[src/rtl/fir_coeff_loader_pkg.sv]
// Shared constants and loader FSM state type for the 4-tap FIR coefficient path.
package fir_coeff_loader_pkg;

  localparam int unsigned NTAPS = 4;
  localparam int unsigned CW    = 8;

  typedef enum logic [2:0] {
    StIdle,
    StSetup,
    StHigh,
    StHold,
    StDone
  } ld_state_t;

endpackage

[src/rtl/fir_coeff_loader_if.sv]
// Coefficient-set load handshake: valid/ready plus the packed {c3,c2,c1,c0} word.
interface fir_coeff_loader_if
  import fir_coeff_loader_pkg::*;
#(
  parameter int unsigned W = NTAPS * CW
);

  logic         load_valid;
  logic         load_ready;
  logic [W-1:0] coeffs;

  modport master (
    output load_valid,
    output coeffs,
    input  load_ready
  );

  modport slave (
    input  load_valid,
    input  coeffs,
    output load_ready
  );

endinterface

[src/rtl/fir_coeff_loader_piso_shreg.sv]
// Parallel-load, MSB-out shift register; q_msb is the register's top bit.
module fir_coeff_loader_piso_shreg
  import fir_coeff_loader_pkg::*;
#(
  parameter int unsigned W = NTAPS * CW
) (
  input  logic         ph1,
  input  logic         reset,
  input  logic         load,
  input  logic         shift,
  input  logic [W-1:0] d,
  output logic         q_msb
);

  logic [W-1:0] sr_q;

  always_ff @(posedge ph1 or posedge reset) begin
    if (reset) begin
      sr_q <= '0;
    end else if (load) begin
      sr_q <= d;
    end else if (shift) begin
      sr_q <= {sr_q[W-2:0], 1'b0};
    end
  end

  assign q_msb = sr_q[W-1];

endmodule

[src/rtl/fir_coeff_loader.sv]
// Serialises a packed coefficient set onto the filter's shiftIn/shiftClk1 pins,
// one SETUP/HIGH/HOLD bit period per bit, MSB of c3 first.
module fir_coeff_loader
  import fir_coeff_loader_pkg::*;
#(
  parameter int unsigned HALF_PERIOD = 2
) (
  input  logic                  ph1,
  input  logic                  reset,
  fir_coeff_loader_if.slave     ld,
  output logic                  shiftIn,
  output logic                  shiftClk1,
  output logic                  busy,
  output logic                  done
);

  localparam int unsigned W   = NTAPS * CW;
  localparam int unsigned PhW = $clog2(HALF_PERIOD + 1);
  localparam int unsigned BcW = $clog2(W + 1);

  localparam logic [PhW-1:0] PhLast = PhW'(HALF_PERIOD - 1);
  localparam logic [BcW-1:0] BcInit = BcW'(W);
  localparam logic [BcW-1:0] BcLast = BcW'(1);

  if (HALF_PERIOD == 0) begin : g_bad_half_period
    $error("HALF_PERIOD must be at least 1");
  end

  ld_state_t      state_q, state_d;
  logic [PhW-1:0] phase_q, phase_d;
  logic [BcW-1:0] bitcnt_q, bitcnt_d;
  logic           piso_load, piso_shift;

  // The PISO top bit is itself a register, so it drives shiftIn directly.
  fir_coeff_loader_piso_shreg #(
    .W (W)
  ) u_piso (
    .ph1   (ph1),
    .reset (reset),
    .load  (piso_load),
    .shift (piso_shift),
    .d     (ld.coeffs),
    .q_msb (shiftIn)
  );

  always_comb begin
    state_d    = state_q;
    phase_d    = phase_q;
    bitcnt_d   = bitcnt_q;
    piso_load  = 1'b0;
    piso_shift = 1'b0;
    unique case (state_q)
      StIdle: begin
        if (ld.load_valid && ld.load_ready) begin
          state_d   = StSetup;
          phase_d   = '0;
          bitcnt_d  = BcInit;
          piso_load = 1'b1;
        end
      end
      StSetup: begin
        if (phase_q == PhLast) begin
          state_d = StHigh;
          phase_d = '0;
        end else begin
          phase_d = phase_q + PhW'(1);
        end
      end
      StHigh: begin
        if (phase_q == PhLast) begin
          state_d = StHold;
          phase_d = '0;
        end else begin
          phase_d = phase_q + PhW'(1);
        end
      end
      StHold: begin
        // Shift only after the filter's shiftClk2 has had a cycle to rise.
        piso_shift = 1'b1;
        bitcnt_d   = bitcnt_q - BcW'(1);
        phase_d    = '0;
        state_d    = (bitcnt_q == BcLast) ? StDone : StSetup;
      end
      StDone: begin
        state_d = StIdle;
      end
      default: begin
        state_d = StIdle;
      end
    endcase
  end

  // Outputs are registered copies of the next-state decode.
  always_ff @(posedge ph1 or posedge reset) begin
    if (reset) begin
      state_q       <= StIdle;
      phase_q       <= '0;
      bitcnt_q      <= '0;
      shiftClk1     <= 1'b0;
      busy          <= 1'b0;
      done          <= 1'b0;
      ld.load_ready <= 1'b1;
    end else begin
      state_q       <= state_d;
      phase_q       <= phase_d;
      bitcnt_q      <= bitcnt_d;
      shiftClk1     <= (state_d == StHigh);
      busy          <= (state_d inside {StSetup, StHigh, StHold});
      done          <= (state_d == StDone);
      ld.load_ready <= (state_d == StIdle);
    end
  end

endmodule
[src/flat_wrapper.sv]
// flat-port wrapper written by rule: the top's interface ports become plain ports
module fir_coeff_loader_flat import fir_coeff_loader_pkg::*;
#(
  parameter int unsigned HALF_PERIOD = 2
)
  (ph1, reset, shiftIn, shiftClk1, busy, done, ld_load_valid, ld_coeffs, ld_load_ready);
  fir_coeff_loader_if ld_i ();
  input  logic ph1;
  input  logic reset;
  output logic shiftIn;
  output logic shiftClk1;
  output logic busy;
  output logic done;
  input wire logic [$bits(ld_i.load_valid)-1:0] ld_load_valid;
  input wire logic [$bits(ld_i.coeffs)-1:0] ld_coeffs;
  output wire logic [$bits(ld_i.load_ready)-1:0] ld_load_ready;
  assign ld_i.load_valid = ld_load_valid;
  assign ld_i.coeffs = ld_coeffs;
  assign ld_load_ready = ld_i.load_ready;
  fir_coeff_loader #(.HALF_PERIOD(HALF_PERIOD)) u_core (.ph1(ph1), .reset(reset), .ld(ld_i), .shiftIn(shiftIn), .shiftClk1(shiftClk1), .busy(busy), .done(done));
endmodule
[config.mk]
export PLATFORM = sky130hd
export DESIGN_NAME = fir_coeff_loader_flat
export DESIGN_NICKNAME = d
export VERILOG_FILES = /design/src/rtl/fir_coeff_loader_pkg.sv /design/src/rtl/fir_coeff_loader_if.sv /design/src/rtl/fir_coeff_loader_piso_shreg.sv /design/src/rtl/fir_coeff_loader.sv /design/src/flat_wrapper.sv
export SDC_FILE = /design/constraint.sdc
export NUM_CORES = 1
export LEC_CHECK = 0
export CAP_MARGIN = 20
export CORE_ASPECT_RATIO = 1.25
export CORE_UTILIZATION = 47
export CTS_CLUSTER_DIAMETER = 80
export DETAILED_ROUTE_END_ITERATION = 7
export PLACE_DENSITY = 0.79
export SETUP_SLACK_MARGIN = 0.15
export SKIP_LAST_GASP = 1
export SLEW_MARGIN = 40
export SYNTH_ARGS = -nofsm -noshare
export SYNTH_HDL_FRONTEND = slang
export SYNTH_HIERARCHICAL = 1
export SYNTH_SLANG_ARGS = --single-unit
[constraint.sdc]
create_clock -name ph1 -period 1.7 [get_ports ph1]
set_clock_uncertainty 0.1 [all_clocks]
set_input_delay 0.17 -clock ph1 [delete_from_list [all_inputs] [get_ports ph1]]
set_output_delay 0.17 -clock ph1 [all_outputs]
set_load 0.005 [all_outputs]
* After elaboration in Yosys (flattened, before gate mapping)
Cells that the tools add are included.
Cells by class: add/subtract/negate cells 2, eq/ne operators 10, multiplexer cells 15, reductions and logical operators 10
Operators by type and width (number):
- 32-bit 2-to-1 mux | 2
- 3-bit by 2-bit equality test with 1-bit output, second input constant | 4
- 3-bit 2-to-1 mux | 4
- 3-bit case mux with 4 select lines | 1
- 6-bit case mux with 2 select lines | 1
- 3-bit by 1-bit equality test with 1-bit output, second input constant | 2
- 6-bit by 1-bit equality test with 1-bit output, second input constant | 1
- 3-bit logical NOT | 2
- 6-bit 2-to-1 mux | 1
- 2-bit case mux with 3 select lines | 1
- 3-bit nonzero test | 2
- 6-bit by 1-bit subtractor with 6-bit output, second input constant | 1
- 2-bit 2-to-1 mux | 2
- 2-bit AND reduction | 2
- 2-bit nonzero test | 2
- 3-bit equality test, second input constant | 1
- 1-bit 2-to-1 mux | 3
- 2-bit by 1-bit adder with 2-bit output, second input constant | 1
- 2-bit by 1-bit equality test with 1-bit output, second input constant | 1
- 2-bit by 1-bit inequality test with 1-bit output, second input constant | 1
- 2-bit OR reduction | 1
- 1-bit logical AND | 1
Word-level totals: register bits after elaboration 47, bits of input ports 35, output and inout port bits 5, word-level logic and storage cells 45

* Depth between registers and ports, before layout
Gate-level depths: netlist of the first run.
depth after elaboration 5, gate-level depth with buffers 8, mapped depth without buffers 6

* Modules after synthesis
The synthesis of the first run kept the hierarchy.
Modules (own cells, without submodules):
- fir_coeff_loader_piso_shreg | times used 1, cells each 140, area an instance 1519.0 um^2
- fir_coeff_loader | times used 1, cells each 68, area an instance 737.0 um^2

* Least setup slack after synthesis of the first run
No wires, ideal clock.
path kind flip-flop to flip-flop, from register u_core.state_q[2], to register u_core.u_piso.sr_q[1], setup time 0.124 ns, arrival time 1.592 ns, path slack -0.116 ns, cell stages (with the launch flop) 8, path buffers 4, clock period less this slack 1.816 ns, path through dfrtp_1 > buf_6 > or4_4 > buf_6 > clkinv_4 > buf_2 > buf_2 > o21ai_1
On the way: longest elaborated chain between the ends 3
RTL lines:
- from (decl) | RTL line fir_coeff_loader.sv:29 | ld_state_t state_q, state_d;
- from (signal assigned) | RTL line fir_coeff_loader.sv:96 | state_q <= StIdle;
- from (signal assigned) | RTL line fir_coeff_loader.sv:104 | state_q <= state_d;
- 3-bit logical NOT * | RTL line fir_coeff_loader.sv:52 | unique case (state_q)
- 1-bit 2-to-1 mux * | RTL line fir_coeff_loader.sv:52
- net u_core.piso_load | RTL line fir_coeff_loader.sv:32 | logic piso_load, piso_shift;
- 32-bit 2-to-1 mux / 2-bit nonzero test (equally long branches)
- to (signal assigned) | RTL line fir_coeff_loader_piso_shreg.sv:23 | sr_q <= {sr_q[W-2:0], 1'b0};
- to (decl) | RTL line fir_coeff_loader_piso_shreg.sv:15 | logic [W-1:0] sr_q;
Mark *: on every way through the listed nets, which the timed path passes. The rest lies on a longest branch. A chain may end at the register's enable or synchronous reset.

* Worst setup path in the final report of the first run
from register u_core.ld.load_ready, to register u_core.u_piso.sr_q[26]
On the way: longest elaborated chain between the ends 4
RTL lines:
- from (decl) | RTL line fir_coeff_loader_if.sv:21 | output load_ready
- from (signal assigned) | RTL line fir_coeff_loader.sv:110 | ld.load_ready <= (state_d == StIdle);
- 1-bit logical AND * | RTL line fir_coeff_loader.sv:54 | if (ld.load_valid && ld.load_ready) begin
- 1-bit 2-to-1 mux * | RTL line fir_coeff_loader.sv:54
- 1-bit 2-to-1 mux * | RTL line fir_coeff_loader.sv:52
- net u_core.piso_load | RTL line fir_coeff_loader.sv:32
- 32-bit 2-to-1 mux / 2-bit nonzero test (equally long branches)
Marked as above.

==> impl_metrics.ini, run 1 <==
[power_and_ir_drop]
swShare_pct = 18.1
power_uw = 2170
p_clk_share_pct = 43.6
peakVddDrop_mv = 0.513
combPwrFrac_pct = 4.9
p_int_uw = 1780
leakagePower_uw = 0.00111
p_switching_uw = 392
power.density_mw_per_mm2 = 742
pwr-share-seq_pct = 51.5

[grt]
antenna_found_initial = 0
grt_pass1_wl_microns = 6880
overflow = 0
grt_max_degree = 35
grt_pass1_vias = 1574
grt_usage_pct = 17.6

[logic_synthesis]
synth_compound_area_share_pct = 10.8
syn_area_sq_mm = 0.00226
ys_seq_elements = 47
synth_area_leaders = dfrtp_1, mux2i_1, nand2_1
synth_flop_cell = dfrtp_1
synthMostInstantiatedCell = dfrtp_1
synth_top_family_by_area = multiplexers
avgSynthCellArea_sq_um = 10.8
synth_xor_area_share_pct = 0.388
yosys.area_share.adder_pct = 1.11
synth_warnings = 6
synthMuxAreaShare_pct = 15.1
synth_seq_area_share_pct = 52.2
synth_edf_count = 0
synthCells = 208
yosysTopAreaCell = dfrtp_1
ys_types = 31
ys_async_sr_fraction_pct = 100
yosys.area_share.simple_pct = 12.8
synth.top_cell.area_share_pct = 51.0
syn_nets = 245
netlist_top_cells_count = dfrtp_1, nand2_1, mux2i_1, o21ai_1

[placement]
dp_worst_setup_slack_ns = -0.0636
io_buffers = 39
gp_congestion = 0.798
hpwl_microns = 2800

[clocking]
clkLatencyLatePin_ns = 0.30
root_buffer = clkbuf_8
h-tree-depth = 2
cts.sinks = 47
cts_tree = done
clockBufferDepth = 2
cts_made_buffers = 5
clk_pin_slew_worst_paths_ns = 0.08
hold_buffers = 0

[finish]
fillers = 357
nNetsFinal = 295
multi_input_area_sq_um = 931
syn2layout_area_growth_pct = 29.5
n_antenna_cell = 0
drive_gt1_share_pct = 16.6
regArea_sq_mm = 0.00118

[timing]
period_share_pct = 95.0
fmax_mhz = 619
final-max-slew-violation-count = 0
fin_tns_setup_ns = 0
setup_viol = 0
finalHoldViolCount = 0
worst_pin_slew_ns = 0.388
fin_ws_ns = 0.0842
rsz0062_at_grt = yes
period_needed_ns = 1.62
relSlewSlack_pct = 74.1

[die]
start_util_pct = 50.2
die_area_sq_mm = 0.00508
io_pins = 40
core_sq_mm = 0.00449
num_rows = 27
die_h_microns = 79.5
die_width_microns = 64.0

[worst_setup_path]
reg2reg_to = u_core/u_piso/sr_q[26]
cp-endpoint = u_core/u_piso/sr_q[26]
required_ns = 1.82
setup.worst_path.class = reg2reg
r2r_start = u_core/ld.load_ready
startpoint_type = flop
crit_path_start = u_core/ld.load_ready
crit_arrival_ns = 1.74
r2r_setup_slack_ns = 0.08
cp_max_fo = 19
reg2reg_depth = 6
endpoint_kind = flop

[outcome]
status = complete, no violations

[detailed_routing]
drt-wirelength-per-cell_microns = 12.6
drt-initial-drc-count = 74
detail-route-antenna-nets = 0
drt-total-wl_microns = 4000
routed_via_density = 5.05
drt_first_pass_iters = 4
drc = 0
dr_total_vias = 1600

[run]
max_cap_violations = 0

[min_path]
min-delay-path-class = in2async
## placed cells by master, fill, tap and decap left out, types with 2 or more instances in the layout
master / count
inv_1: 5
clkdlybuf4s50_1: 38
o21ai_2: 3
buf_12: 3
nor2_1: 8
ha_1: 2
nand2b_1: 2
o21ai_1: 29
clkbuf_8: 5
o31ai_1: 3
or4_4: 2
mux2i_1: 34
nand2_1: 33
dfrtp_1: 46
a21o_1: 2
buf_4: 15
bufinv_16: 2
nand3_2: 2
o21ai_0: 2
a21oi_1: 2
nand2_2: 4
## power by group through the flow
| stage | Sequential [uW] | Combinational, uW | Clock (uW) |
|---|---|---|---|
| 3_5_place_dp | 1140 | 108 | 0 |
| 5_1_grt | 1120 | 115 | 1010 |
| 3_3_place_gp | 1140 | 109 | 0 |
| 4_1_cts | 1120 | 109 | 971 |
| 2_1_floorplan | 1140 | 16.6 | 0 |
| 6_report | 1120 | 106 | 944 |
## cells by family after synthesis
kind of cell,count (synthesis)
AO/OA/AOI/OAI,43
XOR/XNOR,1
adder cells (fa/ha/maj),2
buffers and inverters,21
flip-flops,47
multiplexers,34
AND/OR/NAND/NOR,60
## stage by stage
| step | cells | hold WS (ns) | utilization, % | area (sq um) |
|---|---|---|---|---|
| finish | 317 | 0.0358 | 65.0 | 2920 |
| global route | 317 | 0.0710 | 65.0 | 2920 |
| CTS | 315 | 0.0414 | 64.6 | 2900 |
| detailed placement | 304 | 0.370 | 60.6 | 2720 |
| global placement | 304 | 0.367 | 60.6 | 2720 |
| floorplan | 208 | -0.0292 | - | 2300 |
## registers in the layout (all words and copies together) (netlist names)
| register | flops |
|---|---|
| u_core/shiftClk1 | 1 |
| u_core/bitcnt_q | 6 |
| u_core/state_q | 3 |
| u_core/done | 1 |
| u_core/phase_q | 2 |
| u_core/u_piso/sr_q | 32 |
| u_core/ld.load_ready | 1 |
| u_core/busy | 1 |
## per-layer routing
metal	vias up	wire length, microns	share of wire [%]	track usage, %
met2	30	1990	50	29.4
met1	753	1800	45	22.2
li1	810	-	-	-
met5	-	0	0	0
met3	7	162	4.0	4.00
met4	0	51	1.3	6.14
## cell type report
type                    instances  area share [%]
clock inverters                 2            2.06
multi-input cells             140            31.9
repair buffers                 58            19.6
clock buffers                   6            2.48
inverters                       6            1.20
flip-flops and latches         47            40.3
well taps                      58            2.48
## worst min path at each step
stage	startpoint	end	slack, ns	depth (start not counted)
6_report	reset	u_core/busy	0.04	2
5_1_grt	reset	u_core/busy	0.07	2
4_1_cts	reset	u_core/busy	0.04	2
3_5_place_dp	reset	u_core/shiftClk1	0.37	2
3_3_place_gp	reset	u_core/shiftClk1	0.37	2
2_1_floorplan	reset	u_core/bitcnt_q[0]	-0.03	1
## critical path, stage by stage (launching register included)
cell,delay [ns]
dfstp_2,0.54
nand2_2,0.05
or4_4,0.47
clkinv_8,0.12
buf_12,0.14
nand2_1,0.05
o21ai_1,0.07
## repair_timing
action	4_1_cts	5_1_grt
buffers inserted	3	2
setup endpoints to repair	36	38
gates resized for setup	9	1
endpoints found under the hold margin	0	0
No activity file was read; power rests on OpenSTA's default activity.
==> inputs of run 2 (changes only) <==
--- a/config.mk
+++ b/config.mk
@@ -7,10 +7,11 @@
 export LEC_CHECK = 0
 export CAP_MARGIN = 20
 export CORE_ASPECT_RATIO = 1.25
-export CORE_UTILIZATION = 47
+export CORE_UTILIZATION = 58
+export CTS_BUF_LIST = sky130_fd_sc_hd__clkbuf_8
 export CTS_CLUSTER_DIAMETER = 80
 export DETAILED_ROUTE_END_ITERATION = 7
-export PLACE_DENSITY = 0.79
+export PLACE_DENSITY = 0.91
 export SETUP_SLACK_MARGIN = 0.15
 export SKIP_LAST_GASP = 1
 export SLEW_MARGIN = 40
==> constraint.sdc (replaced) <==
create_clock -name ph1 -period 1.95 [get_ports ph1]
set_clock_uncertainty 0.1 [all_clocks]
set_input_delay 0.195 -clock ph1 [delete_from_list [all_inputs] [get_ports ph1]]
set_output_delay 0.195 -clock ph1 [all_outputs]
set_load 0.005 [all_outputs]
==> impl_metrics.ini, run 2 (synthesized netlist as in run 1, its figures left out) <==
[detailed_routing]
drt_first_pass_iters = 6
drt-initial-drc-count = 56
drc = 3
detail-route-antenna-nets = 0
routed_via_density = 5.51
dr_total_vias = 1569
drt-wirelength-per-cell_microns = 14.5
drt-total-wl_microns = 4120

[grt]
grt_max_degree = 35
grt_pass1_wl_microns = 7040
antenna_found_initial = 0
overflow = 0
grt_pass1_vias = 1568
grt_usage_pct = 22.6

[finish]
largest-register = u_core/u_piso/sr_q
mostFrequentLayoutCell = dfrtp_1
syn2layout_area_growth_pct = 21.0
fillers = 261
n_antenna_cell = 0
final_cell_mix = dfrtp_1, clkdlybuf4s50_1, nand2_1
drive_gt1_share_pct = 9.39
top_regs = u_core/u_piso/sr_q: 32 flops, u_core/bitcnt_q: 6 flops, u_core/state_q: 3 flops
largest_reg_flops = 32
nNetsFinal = 283
final_util_pct = 72.7
layout.cells.non_filler = 285
fin_area_sq_mm = 0.00273

[outcome]
violations = design-rule violations
status = finished, violations left

[power_and_ir_drop]
power.density_mw_per_mm2 = 581
leakagePower_uw = 0.00101
peakVddDrop_mv = 0.490

[timing]
fmax_mhz = 580
period_share_pct = 88.4
worst_pin_slew_ns = 0.543
setup_viol = 0
period_needed_ns = 1.72
final-max-slew-violation-count = 0
fin_tns_setup_ns = 0
rsz0062_at_grt = no
finalHoldViolCount = 0
relSlewSlack_pct = 63.8

[die]
num_rows = 25
die_width_microns = 57.8
start_util_pct = 60.1
io_pins = 40
die_h_microns = 71.7
die_area_sq_mm = 0.00414
core_sq_mm = 0.00375

[placement]
placed_area_sq_mm = 0.00265
dp_cells = 279
hpwl_microns = 2860
io_buffers = 39
gp_congestion = 0.838

[worst_setup_path]
critPathMaxStageDelay_ns = 0.62
startpoint_type = flop
endpoint_kind = flop
critical_path.slowest_cell = or4_4
crit_buf_inv = 2
crit_family = simple AND/OR/NAND/NOR gates
required_ns = 2.07
crit_arrival_ns = 1.84
worstPathCellList = or4_4 > inv_8 > buf_12 > nand2_1 > o21ai_1
cp_max_fo = 18
setup.worst_path.class = reg2reg

[clocking]
clockBufferDepth = 2
hold_buffers = 0
cts_tree = done
root_buffer = clkbuf_8
cts_made_buffers = 5
h-tree-depth = 2
cts_setup_buffers = 0
clk_pin_slew_worst_paths_ns = 0.08
clkLatencyLatePin_ns = 0.29
ctsResizeCount = 0
cts.sinks = 47

[min_path]
min-delay-path-class = in2async

[run]
max_cap_violations = 0
run 2: cell types whose count changed in the layout (fill, tap and decap cells not counted), moves of 2 or more:
cell	before	now
buf_4	15	3
nand2_1	33	37
nand2_2	4	0
bufinv_16	2	0
nand3_1	1	3
nand3_2	2	0
o21ai_0	2	4
o21ai_1	29	27
run 2: cell type report:
cell class	instances	area (sq um)	area share (%)
Sequential cell	47	1180	43.2
Multi-Input combinational cell	140	906	33.2
Timing Repair Buffer	46	493	18.1
Clock buffer	5	68.8	2.52
Tap cell	40	50.0	1.83
Inverter	6	30.0	1.10
Clock inverter	1	3.75	0.137
run 2: per-layer routing:
| layer | wire length, microns | track usage (%) | share of wire [%] |
|---|---|---|---|
| met4 | 74 | 9.52 | 1.8 |
| met2 | 2040 | 38.8 | 49 |
| met5 | 0 | 0 | 0 |
| met3 | 172 | 4.87 | 4.2 |
| met1 | 1830 | 27.5 | 45 |
run 2: through the flow:
| step | setup slack (ns) | total power (uW) | hold slack, ns |
|---|---|---|---|
| 3_3_place_gp | 0.147 | 1080 | 0.373 |
| 2_1_floorplan | 0.134 | 1010 | -0.00424 |
| 5_1_grt | 0.150 | 1650 | 0.240 |
| 6_report | 0.226 | 1590 | 0.176 |
| 3_5_place_dp | 0.108 | 1080 | 0.376 |
| 4_1_cts | 0.199 | 1610 | 0.197 |
run 2: worst paths after layout:
check	start	slack (ns)	cells past startpoint	endpoint
worst max register to register	u_core/state_q[2]	0.23	5	u_core/u_piso/sr_q[6]
worst max-delay path	u_core/state_q[2]	0.23	5	u_core/u_piso/sr_q[6]
worst min-delay path	reset	0.18	2	u_core/state_q[0]
max in group asynchronous	reset	1.19	2	u_core/state_q[2]
min in group ph1	ld_coeffs[7]	0.34	3	u_core/u_piso/sr_q[7]
worst min register to register	u_core/phase_q[1]	0.39	1	u_core/phase_q[1]
run 2: power by group:
group | switching, uW | internal (uW) | total (uW)
logic | 28.9 | 60.5 | 89.4
clock network | 290 | 234 | 524
registers | 0 | 974 | 974
==> inputs of run 3 (changes only) <==
--- a/config.mk
+++ b/config.mk
@@ -5,6 +5,7 @@
 export SDC_FILE = /design/constraint.sdc
 export NUM_CORES = 1
 export LEC_CHECK = 0
+export ABC_AREA = 1
 export CAP_MARGIN = 20
 export CORE_ASPECT_RATIO = 1.25
 export CORE_UTILIZATION = 58
==> impl_metrics.ini, run 3 <==
[logic_synthesis]
yosysTopAreaCell = dfrtp_1
synth_edf_count = 0
yosys.area_share.simple_pct = 37.5
synthCells = 265
synthMostInstantiatedCell = nand2_1
yosys.area_share.adder_pct = 1.10
synthMuxAreaShare_pct = 0
synth_area_leaders = dfrtp_1, nand2_1, nand3_1
synth_flop_cell = dfrtp_1
netlist_top_cells_count = nand2_1, nand3_1, dfrtp_1, inv_1, nand3_2
synth_top_family_by_area = simple AND/OR/NAND/NOR gates
synth_seq_area_share_pct = 51.8
synth_warnings = 6
avgSynthCellArea_sq_um = 8.58
ys_types = 22
synth_compound_area_share_pct = 1.82
synth_xor_area_share_pct = 0.385
ys_async_sr_fraction_pct = 100
syn_nets = 302
syn_area_sq_mm = 0.00227
synth.top_cell.area_share_pct = 50.6
ys_seq_elements = 47

[timing]
timing.hold.ws_ns = 0.158
relSlewSlack_pct = 54.9
finalHoldViolCount = 0
period_share_pct = 85.7
final-max-slew-violation-count = 0
period_needed_ns = 1.67
worst_pin_slew_ns = 0.676
fin_tns_setup_ns = 0
fmax_mhz = 598
rsz0062_at_grt = yes
setup_viol = 0

[grt]
grt_pass1_wl_microns = 7880
grt_max_degree = 40
overflow = 0
grt_usage_pct = 24.4
grt_pass1_vias = 1859
antenna_found_initial = 0

[die]
start_util_pct = 60.6
die_width_microns = 58.0
io_pins = 40
core_sq_mm = 0.00375
die_h_microns = 72.0
die_area_sq_mm = 0.00418
num_rows = 25

[power_and_ir_drop]
power.density_mw_per_mm2 = 678
leakagePower_uw = 0.00141
peakVddDrop_mv = 0.831

[finish]
mostFrequentLayoutCell = nand2_1
largest_reg_flops = 32
top_regs = u_core/u_piso/sr_q: 32 flops, u_core/bitcnt_q: 6 flops, u_core/state_q: 3 flops
final_util_pct = 74.4
syn2layout_area_growth_pct = 22.8
nNetsFinal = 341
final_cell_mix = nand2_1, nand3_1, dfrtp_1
largest-register = u_core/u_piso/sr_q
n_antenna_cell = 0
drive_gt1_share_pct = 11.5
fin_area_sq_mm = 0.00279

[run]
max_cap_violations = 0

[detailed_routing]
detail-route-antenna-nets = 0
drc = 5
drt-total-wl_microns = 4730
routed_via_density = 5.50
drt-initial-drc-count = 112
dr_total_vias = 1899
drt-wirelength-per-cell_microns = 13.7
drt_first_pass_iters = 6

[clocking]
cts_setup_buffers = 0
root_buffer = clkbuf_8
clkLatencyLatePin_ns = 0.31
clockBufferDepth = 2
clk_pin_slew_worst_paths_ns = 0.09
cts_made_buffers = 5
hold_buffers = 0
ctsResizeCount = 0
cts_tree = done
h-tree-depth = 2
cts.sinks = 47

[worst_setup_path]
endpoint_kind = flop
crit_arrival_ns = 1.82
critPathMaxStageDelay_ns = 0.55
startpoint_type = flop
crit_buf_inv = 1
cp_max_fo = 16
r2r_setup_slack_ns = 0.28
required_ns = 2.09
critical_path.slowest_cell = nor2_2
crit_family = simple AND/OR/NAND/NOR gates
worstPathCellList = nor2_2 > nand3_2 > inv_1 > nor2_2 > nand2_1 > nand3_1
cpMostUsedCell = nor2_2
setup.worst_path.class = reg2reg

[placement]
hpwl_microns = 3080
io_buffers = 39
placed_area_sq_mm = 0.00266
gp_congestion = 0.827

[outcome]
status = finished, violations left
violations = design-rule violations

[min_path]
min-delay-path-class = in2async
-- run 3: cell type report --
type | count | area, sq um
flip-flops and latches | 47 | 1180
clock buffers | 5 | 68.8
multi-input cells | 188 | 933
inverters | 18 | 72.6
well taps | 40 | 50.0
fillers | 278 | 960
clock inverters | 3 | 63.8
repair buffers | 44 | 428
-- run 3: cells by family after synthesis --
logic type / after synthesis
buffers and inverters: 31
xor gates and xnor gates: 1
DFF: 47
and+or+nand+nor: 176
AOI/OAI and AO/OA: 8
adders and majority gates: 2
-- run 3: metal layers --
layer,share of wire (%),wire (microns),vias up,GRT usage [%]
li1,-,-,936,-
met4,1.1,52,0,6.61
met3,5.7,271,5,6.24
met1,40,1910,919,28.1
met2,53,2500,39,44.6
met5,0,0,-,0
-- run 3: worst paths after layout --
check,start,endpoint,cells past startpoint
worst max-delay path,u_core/state_q[1],u_core/u_piso/sr_q[20],6
worst min-delay path,reset,u_core/bitcnt_q[3],2
worst max register to register,u_core/state_q[1],u_core/u_piso/sr_q[20],6
worst min register to register,u_core/u_piso/sr_q[23],u_core/u_piso/sr_q[23],2
max in group asynchronous,reset,u_core/ld.load_ready,2
min in group ph1,ld_coeffs[17],u_core/u_piso/sr_q[17],3
-- run 3: report_power, final --
| group | leakage [uW] | switching [uW] | internal, uW | total [uW] |
|---|---|---|---|---|
| Combinational | 0.000727 | 28.4 | 60.4 | 88.8 |
| Clock | 0.0000695 | 324 | 507 | 831 |
| Sequential | 0.000617 | 0 | 974 | 974 |
| Total | 0.00141 | 353 | 1540 | 1890 |
-- run 3: worst reg2reg max path, delay by kind of cell, from the launching register on --
family                 cells  cell delay, ns
buffers and inverters      1            0.12
and+or+nand+nor            5            0.94
DFF                        1            0.46
-- run 3: through the flow --
stage               instances  setup slack, ns  total power, uW
floorplan                 265            0.454             1010
global placement          336            0.146             1080
detailed placement        336           0.0968             1080
CTS                       344            0.274             1910
global route              345            0.140             1960
finish                    345            0.278             1890
